**config.mk**
```make
export PLATFORM = sky130hd
export DESIGN_NAME = projectile_ctl_dog_flat
export DESIGN_NICKNAME = d
export VERILOG_FILES = /design/src/rtl/projectile_ctl_dog_if.sv /design/src/rtl/projectile_ctl_dog.sv /design/src/flat_wrapper.sv
export SDC_FILE = /design/constraint.sdc
export NUM_CORES = 1
export LEC_CHECK = 0
export BUFFER_PORTS_ARGS = -buffer_cell sky130_fd_sc_hd__buf_2
export CAP_MARGIN = 40
export CORE_ASPECT_RATIO = 2
export CORE_MARGIN = 2
export CORE_UTILIZATION = 41
export CTS_BUF_LIST = sky130_fd_sc_hd__clkbuf_16
export CTS_CLUSTER_DIAMETER = 120
export DETAILED_ROUTE_END_ITERATION = 12
export GPL_ROUTABILITY_DRIVEN = 1
export GPL_TIMING_DRIVEN = 0
export MAX_ROUTING_LAYER = met4
export PLACE_DENSITY = 0.66
export SLEW_MARGIN = 20
export SYNTH_ARGS = -nofsm -noshare
export SYNTH_HDL_FRONTEND = slang
export SYNTH_SLANG_ARGS = --single-unit
```
**constraint.sdc**
```tcl
create_clock -name clk -period 3.8 [get_ports clk]
set_input_delay 0.19 -clock clk [delete_from_list [all_inputs] [get_ports clk]]
set_output_delay 0.19 -clock clk [all_outputs]
set_load 0.05 [all_outputs]
```
**src/rtl/projectile_ctl_dog_if.sv**
```systemverilog
`default_nettype none
// ============================================================================
// Module   : projectile_ctl_dog_if
// Brief    : Game-FSM / drawer bundle for the dog projectile controller.
// Revision : 1.0
// ============================================================================
interface projectile_ctl_dog_if;
    logic        frame_tick;
    logic        throw;
    logic [7:0]  vx_init;
    logic [7:0]  vy_init;
    logic [5:0]  wind;
    logic        active;
    logic [11:0] x_pos;
    logic [11:0] y_pos;
    logic        busy;
    logic        hit;
    logic        miss;

    modport master (
        output frame_tick, throw, vx_init, vy_init, wind,
        input  active, x_pos, y_pos, busy, hit, miss
    );

    modport slave (
        input  frame_tick, throw, vx_init, vy_init, wind,
        output active, x_pos, y_pos, busy, hit, miss
    );
endinterface
`default_nettype wire

```
**src/rtl/projectile_ctl_dog.sv**
```systemverilog
`default_nettype none
// ============================================================================
// Module   : projectile_ctl_dog
// Brief    : Frame-stepped ballistic flight of the dog projectile, hit/miss.
// Revision : 1.0
// ============================================================================
module projectile_ctl_dog #(
    parameter int START_X   = 40,
    parameter int START_Y   = 120,
    parameter int GRAVITY   = 2,
    parameter int TGT_X_MIN = 700,
    parameter int TGT_X_MAX = 760,
    parameter int TGT_Y_MAX = 100
) (
    input wire clk,
    input wire rst,
    projectile_ctl_dog_if.slave ctl
);
    localparam logic [1:0] S_IDLE   = 2'd0;
    localparam logic [1:0] S_WAIT   = 2'd1;
    localparam logic [1:0] S_FLIGHT = 2'd2;
    localparam logic [1:0] S_LANDED = 2'd3;

    localparam logic signed [13:0] HOR_PIXELS = 14'sd800;
    localparam logic signed [13:0] TX_MIN     = 14'(TGT_X_MIN);
    localparam logic signed [13:0] TX_MAX     = 14'(TGT_X_MAX);
    localparam logic signed [13:0] TY_MAX     = 14'(TGT_Y_MAX);

    logic [1:0]         state_q, state_d;
    logic signed [17:0] x_fp_q, x_fp_d, y_fp_q, y_fp_d;
    logic signed [11:0] vx_q, vx_d, vy_q, vy_d;
    logic [7:0]         vxi_q, vxi_d, vyi_q, vyi_d;
    logic [11:0]        x_pos_q, x_pos_d, y_pos_q, y_pos_d;
    logic               active_q, active_d, hit_q, hit_d, miss_q, miss_d;

    logic signed [17:0] w_x_new, w_y_new;
    logic signed [13:0] w_x_int, w_y_int;
    logic signed [12:0] w_vx_sum, w_vy_dif;
    logic signed [11:0] w_vx_sat, w_vy_sat;
    logic [11:0]        w_x_clamp, w_y_clamp;
    logic               w_hit, w_ground, w_edge;

    assign w_x_new  = x_fp_q + {{6{vx_q[11]}}, vx_q};
    assign w_y_new  = y_fp_q + {{6{vy_q[11]}}, vy_q};
    assign w_x_int  = w_x_new[17:4];
    assign w_y_int  = w_y_new[17:4];

    // Velocity updates widen by one bit, then saturate on sign disagreement.
    assign w_vx_sum = {vx_q[11], vx_q} + {{7{ctl.wind[5]}}, ctl.wind};
    assign w_vy_dif = {vy_q[11], vy_q} - 13'(GRAVITY);
    assign w_vx_sat = (w_vx_sum[12] == w_vx_sum[11]) ? w_vx_sum[11:0]
                    : (w_vx_sum[12] ? 12'sh800 : 12'sh7FF);
    assign w_vy_sat = (w_vy_dif[12] == w_vy_dif[11]) ? w_vy_dif[11:0]
                    : (w_vy_dif[12] ? 12'sh800 : 12'sh7FF);

    // Negative y counts as height 0, which is always inside the hitbox.
    assign w_hit    = (w_x_int >= TX_MIN) && (w_x_int <= TX_MAX) &&
                      (w_y_new[17] || (w_y_int <= TY_MAX));
    assign w_ground = w_y_new[17];
    assign w_edge   = w_x_new[17] || (w_x_int >= HOR_PIXELS);

    assign w_x_clamp = w_x_new[17] ? 12'd0
                     : (w_x_int >= HOR_PIXELS) ? 12'(HOR_PIXELS - 14'sd1)
                     : w_x_new[15:4];
    assign w_y_clamp = w_y_new[17] ? 12'd0
                     : w_y_new[16] ? 12'hFFF
                     : w_y_new[15:4];

    always_comb begin
        state_d  = state_q;
        x_fp_d   = x_fp_q;
        y_fp_d   = y_fp_q;
        vx_d     = vx_q;
        vy_d     = vy_q;
        vxi_d    = vxi_q;
        vyi_d    = vyi_q;
        x_pos_d  = x_pos_q;
        y_pos_d  = y_pos_q;
        active_d = active_q;
        hit_d    = 1'b0;
        miss_d   = 1'b0;
        case (state_q)
            S_IDLE: begin
                if (ctl.throw) begin
                    vxi_d   = ctl.vx_init;
                    vyi_d   = ctl.vy_init;
                    state_d = S_WAIT;
                end
            end
            S_WAIT: begin
                if (ctl.frame_tick) begin
                    x_fp_d   = 18'(START_X * 16);
                    y_fp_d   = 18'(START_Y * 16);
                    vx_d     = {4'd0, vxi_q};
                    vy_d     = {4'd0, vyi_q};
                    x_pos_d  = 12'(START_X);
                    y_pos_d  = 12'(START_Y);
                    active_d = 1'b1;
                    state_d  = S_FLIGHT;
                end
            end
            S_FLIGHT: begin
                if (ctl.frame_tick) begin
                    x_fp_d  = w_x_new;
                    y_fp_d  = w_ground ? 18'sd0 : w_y_new;
                    vx_d    = w_vx_sat;
                    vy_d    = w_vy_sat;
                    x_pos_d = w_x_clamp;
                    y_pos_d = w_y_clamp;
                    if (w_hit) begin
                        hit_d   = 1'b1;
                        state_d = S_LANDED;
                    end else if (w_ground || w_edge) begin
                        miss_d  = 1'b1;
                        state_d = S_LANDED;
                    end
                end
            end
            S_LANDED: begin
                if (ctl.frame_tick) begin
                    active_d = 1'b0;
                    state_d  = S_IDLE;
                end
            end
            default: state_d = S_IDLE;
        endcase
    end

    always_ff @(posedge clk or posedge rst) begin
        if (rst) begin
            state_q  <= S_IDLE;
            x_fp_q   <= 18'(START_X * 16);
            y_fp_q   <= 18'(START_Y * 16);
            vx_q     <= 12'sd0;
            vy_q     <= 12'sd0;
            vxi_q    <= 8'd0;
            vyi_q    <= 8'd0;
            x_pos_q  <= 12'(START_X);
            y_pos_q  <= 12'(START_Y);
            active_q <= 1'b0;
            hit_q    <= 1'b0;
            miss_q   <= 1'b0;
        end else begin
            state_q  <= state_d;
            x_fp_q   <= x_fp_d;
            y_fp_q   <= y_fp_d;
            vx_q     <= vx_d;
            vy_q     <= vy_d;
            vxi_q    <= vxi_d;
            vyi_q    <= vyi_d;
            x_pos_q  <= x_pos_d;
            y_pos_q  <= y_pos_d;
            active_q <= active_d;
            hit_q    <= hit_d;
            miss_q   <= miss_d;
        end
    end

    assign ctl.active = active_q;
    assign ctl.x_pos  = x_pos_q;
    assign ctl.y_pos  = y_pos_q;
    assign ctl.busy   = (state_q != S_IDLE);
    assign ctl.hit    = hit_q;
    assign ctl.miss   = miss_q;
endmodule
`default_nettype wire
```
**src/flat_wrapper.sv**
```systemverilog
// flat-port wrapper written by rule: the top's interface ports become plain ports
module projectile_ctl_dog_flat 
#(
    parameter int START_X   = 40,
    parameter int START_Y   = 120,
    parameter int GRAVITY   = 2,
    parameter int TGT_X_MIN = 700,
    parameter int TGT_X_MAX = 760,
    parameter int TGT_Y_MAX = 100
)
  (clk, rst, ctl_frame_tick, ctl_throw, ctl_vx_init, ctl_vy_init, ctl_wind, ctl_active, ctl_x_pos, ctl_y_pos, ctl_busy, ctl_hit, ctl_miss);
  projectile_ctl_dog_if ctl_i ();
  input wire clk;
  input wire rst;
  input wire logic [$bits(ctl_i.frame_tick)-1:0] ctl_frame_tick;
  input wire logic [$bits(ctl_i.throw)-1:0] ctl_throw;
  input wire logic [$bits(ctl_i.vx_init)-1:0] ctl_vx_init;
  input wire logic [$bits(ctl_i.vy_init)-1:0] ctl_vy_init;
  input wire logic [$bits(ctl_i.wind)-1:0] ctl_wind;
  output wire logic [$bits(ctl_i.active)-1:0] ctl_active;
  output wire logic [$bits(ctl_i.x_pos)-1:0] ctl_x_pos;
  output wire logic [$bits(ctl_i.y_pos)-1:0] ctl_y_pos;
  output wire logic [$bits(ctl_i.busy)-1:0] ctl_busy;
  output wire logic [$bits(ctl_i.hit)-1:0] ctl_hit;
  output wire logic [$bits(ctl_i.miss)-1:0] ctl_miss;
  assign ctl_i.frame_tick = ctl_frame_tick;
  assign ctl_i.throw = ctl_throw;
  assign ctl_i.vx_init = ctl_vx_init;
  assign ctl_i.vy_init = ctl_vy_init;
  assign ctl_i.wind = ctl_wind;
  assign ctl_active = ctl_i.active;
  assign ctl_x_pos = ctl_i.x_pos;
  assign ctl_y_pos = ctl_i.y_pos;
  assign ctl_busy = ctl_i.busy;
  assign ctl_hit = ctl_i.hit;
  assign ctl_miss = ctl_i.miss;
  projectile_ctl_dog #(.START_X(START_X), .START_Y(START_Y), .GRAVITY(GRAVITY), .TGT_X_MIN(TGT_X_MIN), .TGT_X_MAX(TGT_X_MAX), .TGT_Y_MAX(TGT_Y_MAX)) u_core (.clk(clk), .rst(rst), .ctl(ctl_i));
endmodule
```
==> results.yml, run 1 <==
finish:
  drive_gt1_share_pct: 14.1
  post-route-cell-area_um2: 7860
  syn2layout_area_growth_pct: 13.6
  finalCoreUtilization_pct: 47.1
  nets: 913
  final_cells: 1042
  antenna_cells: 0
synthesis:
  yosysSeqAreaShare_pct: 37.8
  synth_top_area_share_pct: 33.3
  yosysMostFrequentCell: "dfrtp_1"
  synth_nets: 843
  synth_edf_count: 0
  synth_common_cells: "dfrtp_1, nand2_1, nor2_1, o21ai_0, a21oi_1"
  synthTopCellsByArea: "dfrtp_1, ha_1, dfstp_2"
  async_flop_share_pct: 100
  mappedNetlistArea_um2: 6920
  yosysTopAreaCell: "dfrtp_1"
  postSynthAreaPerCell_um2: 9.10
  ys.warnings.count: 0
  synth_cells: 761
  netlist-cell-type-count: 69
  synthFlopType: "dfrtp_1"
  ys_ff_latch: 104
power:
  ir_worst_vdd_mv: 0.374
  p_clk_share_pct: 12.6
  seq_power_share_pct: 25.0
  p_int_mw: 3.98
  combPwrFrac_pct: 62.3
  total_leakage_power_nw: 3.67
  p_total_mw: 7.82
  p_switching_mw: 3.83
  p_per_area_nw_per_um2: 995
  swShare_pct: 49.0
floorplan:
  rows: 67
  initial_utilization_pct: 41.5
  pin_count: 54
  die-width_um: 95.9
  dieArea_um2: 18000
  chipHeight_um: 188
  core_um2: 16700
timing:
  period_share_pct: 96.6
  worst_slew_pin_slew_ps: 808
  slew_violations: 0
  setup-tns-final_ps: 0
  rsz0062_at_grt: "false"
  finalHoldViolCount: 0
  setup_viol: 0
  slew_headroom_pct: 46.1
  period_minus_slack_ps: 3670
  skew_ps: 11.5
  max_freq_ghz: 0.272
  worst_hold_slack_ps: 63.0
  setup_slack_ps: 129
critical_path:
  startpoint_type: "flop"
  crit_cells: 10
  required_ps: 4050
  rr_worst_depth: 10
  crit_chain: "ha_1, a21o_1, and3_1, o41a_1, or2_1, a211o_1, or4_4, and2b_1, a21oi_1, a21o_1"
  slowest_delay_ps: 580
  cpMostUsedCell: "a21o_1"
  crit_type: "reg2reg"
  worstPathMaxFanout: 6
  endpoint_kind: "flop"
  path_delay_family: "simple AND/OR/NAND/NOR gates"
  cp_data_arrival_time_ps: 3920
  worstPathBufferInverterCount: 0
  slowest_stage: "or4_4"
flow_run:
  maxCapViolations: 0
global_route:
  gr-total-overflow: 0
  grt_max_degree: 56
  grt_pass1_vias: 6300
  grt_pass1_wl_um: 31800
  antenna_found_initial: 0
  grtUsageTotal_pct: 23.8
placement:
  io_buffers: 53
  dp.final_hpwl_um: 15300
  dp_cells: 1022
  globalplace.congestion: 0.882
  dpl_worst_slack_ps: -469
  place_area_um2: 7480
route:
  wl_um: 19800
  vias: 6151
  dr.pass1.iters: 6
  ant_nets: 0
  route.detailed.wl_per_inst_um: 19.0
  routed_via_density: 5.90
  drt_first_iter_violations: 304
  route.detailed.drc: 0
min_path:
  hp-class: "in2reg"
  whs_path_depth: 2
status:
  status: "finished, final reports clean"
clock_network:
  clockBufferDepth: 2
  cts_tree: "done"
  cts_root_buf: "clkbuf_16"
  cts_buffers: 9
  htreeDepth: 3
  clock_latency_ps: 360
  path_clk_slew_ps: 70
  clock_sinks: 104
[per-layer routing]
metal	global-route usage [%]	wire, um
met3	2.45	473
met2	42.3	10800
met4	15.2	1260
met5	-	0
met1	23.9	7220
[path summary, 6_finish.rpt]
kind | to | slack, ps | startpoint
worst max-delay path | u_core.ctl.x_pos[4] | 130 | u_core.vx_q[8]
worst min-delay path | u_core.vyi_q[7] | 60 | ctl_vy_init[7]
worst max register to register | u_core.ctl.x_pos[4] | 130 | u_core.vx_q[8]
worst min register to register | u_core.ctl.y_pos[9] | 460 | u_core.ctl.y_pos[9]
max in group asynchronous | u_core.ctl.x_pos[5] | 2670 | rst
min in group asynchronous | u_core.x_fp_q[15] | 440 | rst
[layout by cell type, fill, tap and decap left out, types with 4 or more instances in the layout]
master and count:
dfrtp_1 92, nand2_1 71, nor2_1 62, o21ai_0 61, a21oi_1 56, ha_1 53
buf_2 53, inv_1 28, clkbuf_1 26, a21o_1 23, xnor2_1 22, a22o_1 20
mux2_2 17, xor2_1 15, o211ai_1 13, a31oi_1 13, nor3_1 13, nand3_1 13
dfstp_2 12, o21a_1 11, clkbuf_16 9, nand2b_1 8, nor2b_1 8, a211oi_1 8
o31ai_1 7, o22a_1 7, and3_1 6, a22oi_1 6, nand4_1 6, nor4_1 6
or3_1 5, o22ai_1 4, and2_1 4, a32o_1 4, or2_2 4, nor3b_1 4
buf_4 4
[power groups by stage]
stage,sequential [mW],clock [mW],combinational [mW]
6_report,1.96,0.989,4.87
5_1_grt,2.00,1.04,5.37
4_1_cts,1.95,1.00,4.82
3_5_place_dp,1.97,0,4.78
3_3_place_gp,1.97,0,4.70
2_1_floorplan,2.16,0,3.35
[sequential cells by signal (all words and copies together) (netlist names)]
| signal | count |
|---|---|
| u_core.vxi_q | 8 |
| u_core.state_q | 2 |
| u_core.ctl.hit | 1 |
| u_core.ctl.active | 1 |
| u_core.y_fp_q | 17 |
| u_core.ctl.x_pos | 12 |
| u_core.ctl.y_pos | 12 |
| u_core.vyi_q | 8 |
| u_core.vx_q | 12 |
| u_core.ctl.miss | 1 |
| u_core.vy_q | 12 |
| u_core.x_fp_q | 18 |
[repair_timing]
item / 4_1_cts / 5_1_grt
gates resized for setup: 3 / 3
pin swaps: 0 / 2
setup endpoints to repair: 15 / 10
hold endpoints to repair: 46 / 0
hold buffers: 1 / 0
setup buffers: 0 / 5
[kinds of logic (layout without fill, tap and decap cells)]
group / count (synthesis) / count (layout) / share of synthesized area (%)
buf+inv: 55 / 129 / 2.98
xor+xnor: 37 / 37 / 4.68
compound gates: 261 / 261 / 24.9
fa+ha+maj: 56 / 56 / 10.4
simple gates: 228 / 228 / 16.0
flops: 104 / 104 / 37.8
mux: 20 / 20 / 3.20
[final cells by class]
| cell class | instances | area (um^2) |
|---|---|---|
| fill | 1632 | 8820 |
| multi-input combinational | 602 | 4120 |
| sequential | 104 | 2620 |
| timing repair buffer | 60 | 353 |
| tap | 207 | 259 |
| clock buffer | 9 | 225 |
| inverter | 27 | 106 |
| buffer | 27 | 101 |
| clock inverter | 6 | 77.6 |
Power figures use the tool's default switching activity.
==> inputs of run 2 (changes only) <==
CORE_MARGIN = default   (was 2)
TNS_END_PERCENT = 30   (was default)
==> run 2 against run 1 <==
Fmax grew 1.1%; clock skew grew 3.4 ps; register-to-register slack gained 40 ps; largest power group unchanged; highest routed layer unchanged; worst hold slack improved by 4.4 ps; global-route usage up 0.78 points; sequential cell count stayed put; final area shrank 0.59%; critical path depth unchanged; cell count down 0.48%; via count increased by 0.33%; total power is 0.22% lower; sequential power barely moved.
==> results.yml, run 2 (synthesis gave the netlist of run 1 again) <==
route:
  routed_via_density: 5.95
  wl_um: 19700
  dr.pass1.iters: 4
  drt_first_iter_violations: 255
  route.detailed.drc: 0
  route.detailed.wl_per_inst_um: 19.0
  ant_nets: 0
  vias: 6171
finish:
  largestRegisters: "u_core.x_fp_q (18), u_core.y_fp_q (17)"
  fillers: 1599
  ff_latch_area_um2: 2620
  regMostFlops: "u_core.x_fp_q"
  syn2layout_area_growth_pct: 12.9
  largest_reg_flops: 18
  finalCoreUtilization_pct: 47.8
  drive_gt1_share_pct: 14.0
  antenna_cells: 0
  multiInputGateArea_um2: 4120
  nets: 910
  post-route-cell-area_um2: 7820
  layout_common_cells: "dfrtp_1, nand2_1, nor2_1"
  final_common_cell: "dfrtp_1"
power:
  p_per_area_nw_per_um2: 998
  seq_power_share_pct: 25.0
  p_clk_share_pct: 12.4
  ir_worst_vdd_mv: 0.310
  total_leakage_power_nw: 3.64
  combPwrFrac_pct: 62.7
  p_int_mw: 3.92
  swShare_pct: 49.8
  p_switching_mw: 3.88
global_route:
  use_met3_pct: 2.45
  grt_util_met1_pct: 23.4
  gr-total-overflow: 0
  top_usage_layer: "met2"
  antenna_found_initial: 0
  grt_util_met2_pct: 44.9
  grt_pass1_vias: 6195
  grt_max_degree: 71
  grtUsageTotal_pct: 24.6
  grt_pass1_wl_um: 31300
critical_path:
  rr_worst_depth: 10
  cpMostUsedCell: "a21o_1"
  reg2reg_to: "u_core.ctl.x_pos[4]"
  crit_cells: 10
  worstPathMaxFanout: 6
  crit_start: "u_core.vx_q[8]"
  crit_type: "reg2reg"
  r2r-start: "u_core.vx_q[8]"
  crit_chain: "ha_1, a21o_1, and3_1, o41a_1, or2_1, a211o_1, or4_4, and2b_2, a21oi_1, a21o_1"
  slowest_delay_ps: 590
  slowest_stage: "or4_4"
  worstPathBufferInverterCount: 0
  critPathCapture: "u_core.ctl.x_pos[4]"
  path_delay_family: "simple AND/OR/NAND/NOR gates"
  required_ps: 4050
  r2r_setup_slack_ps: 170
  endpoint_kind: "flop"
  startpoint_type: "flop"
  cp_data_arrival_time_ps: 3880
floorplan:
  core_um2: 16400
  initial_utilization_pct: 42.3
  die-width_um: 93.9
  pin_count: 54
  chipHeight_um: 186
  dieArea_um2: 17400
  rows: 66
flow_run:
  maxCapViolations: 0
timing:
  slew_violations: 0
  period_share_pct: 95.6
  worst_slew_pin_slew_ps: 846
  period_minus_slack_ps: 3630
  skew_ps: 14.9
  setup_viol: 0
  finalHoldViolCount: 0
  max_freq_ghz: 0.275
  slew_headroom_pct: 43.6
  rsz0062_at_grt: "false"
clock_network:
  cts_root_buf: "clkbuf_16"
  clock_sinks: 104
  htreeDepth: 3
  path_clk_slew_ps: 80
  clockBufferDepth: 2
  cts_tree: "done"
  clock_latency_ps: 360
  cts_buffers: 9
min_path:
  hp-class: "in2reg"
status:
  status: "finished, final reports clean"
placement:
  place_area_um2: 7480
  io_buffers: 53
  dp.final_hpwl_um: 15200
  globalplace.congestion: 1.02
-- run 2: layer usage --
metal  share of wire [%]  wire, um
met2                  54     10700
met1                  36      7090
met3                 2.7       522
met4                 7.2      1420
met5                   0         0
-- run 2: cell type report --
class,count,share of cell area (%)
multi-input cells,602,52.7
flip-flops and latches,104,33.5
repair buffers,57,4.07
well taps,204,3.27
clock buffers,9,2.88
inverters,27,1.36
plain buffers,27,1.30
clock inverters,7,0.913
-- run 2: worst min path at each step --
stage	start	to	slack [ps]	depth (start not counted)
after detailed placement	rst	u_core.ctl.y_pos[9]	200	2
after global routing	ctl_vx_init[4]	u_core.vxi_q[4]	60	2
after floorplan	ctl_vy_init[1]	u_core.vyi_q[1]	340	1
after CTS	ctl_vy_init[4]	u_core.vyi_q[4]	60	2
after global placement	ctl_vy_init[4]	u_core.vyi_q[4]	420	2
final	ctl_vy_init[4]	u_core.vyi_q[4]	70	2
-- run 2: metrics by stage --
stage / setup TNS [ps] / hold slack (ps) / std cells / setup slack (ps) / power (mW)
global route: 0 / 61.5 / 1037 / 7.66 / 8.37
CTS: 0 / 60.7 / 1035 / 17.3 / 7.73
finish: 0 / 67.4 / 1037 / 168 / 7.80
floorplan: 0 / 341 / 761 / 573 / 5.51
global placement: -46030 / 422 / 1018 / -517 / 6.68
detailed placement: -4050 / 204 / 1019 / -494 / 6.75
-- run 2: repair_timing --
item | 4_1_cts | 5_1_grt
resized for setup | 2 | 6
hold buffers | 1 | 0
pin swaps | 0 | 1
setup buffers | 0 | 2
hold endpoints to repair | 33 | 0
endpoints found under the setup margin | 11 | 18
-- run 2: power by group through the flow --
stage               combinational (mW)  clock (mW)  sequential [mW]
CTS                               4.81       0.979             1.95
detailed placement                4.78           0             1.96
global route                      5.35        1.02             2.00
finish                            4.89       0.965             1.95
global placement                  4.73           0             1.95
floorplan                         3.35           0             2.16
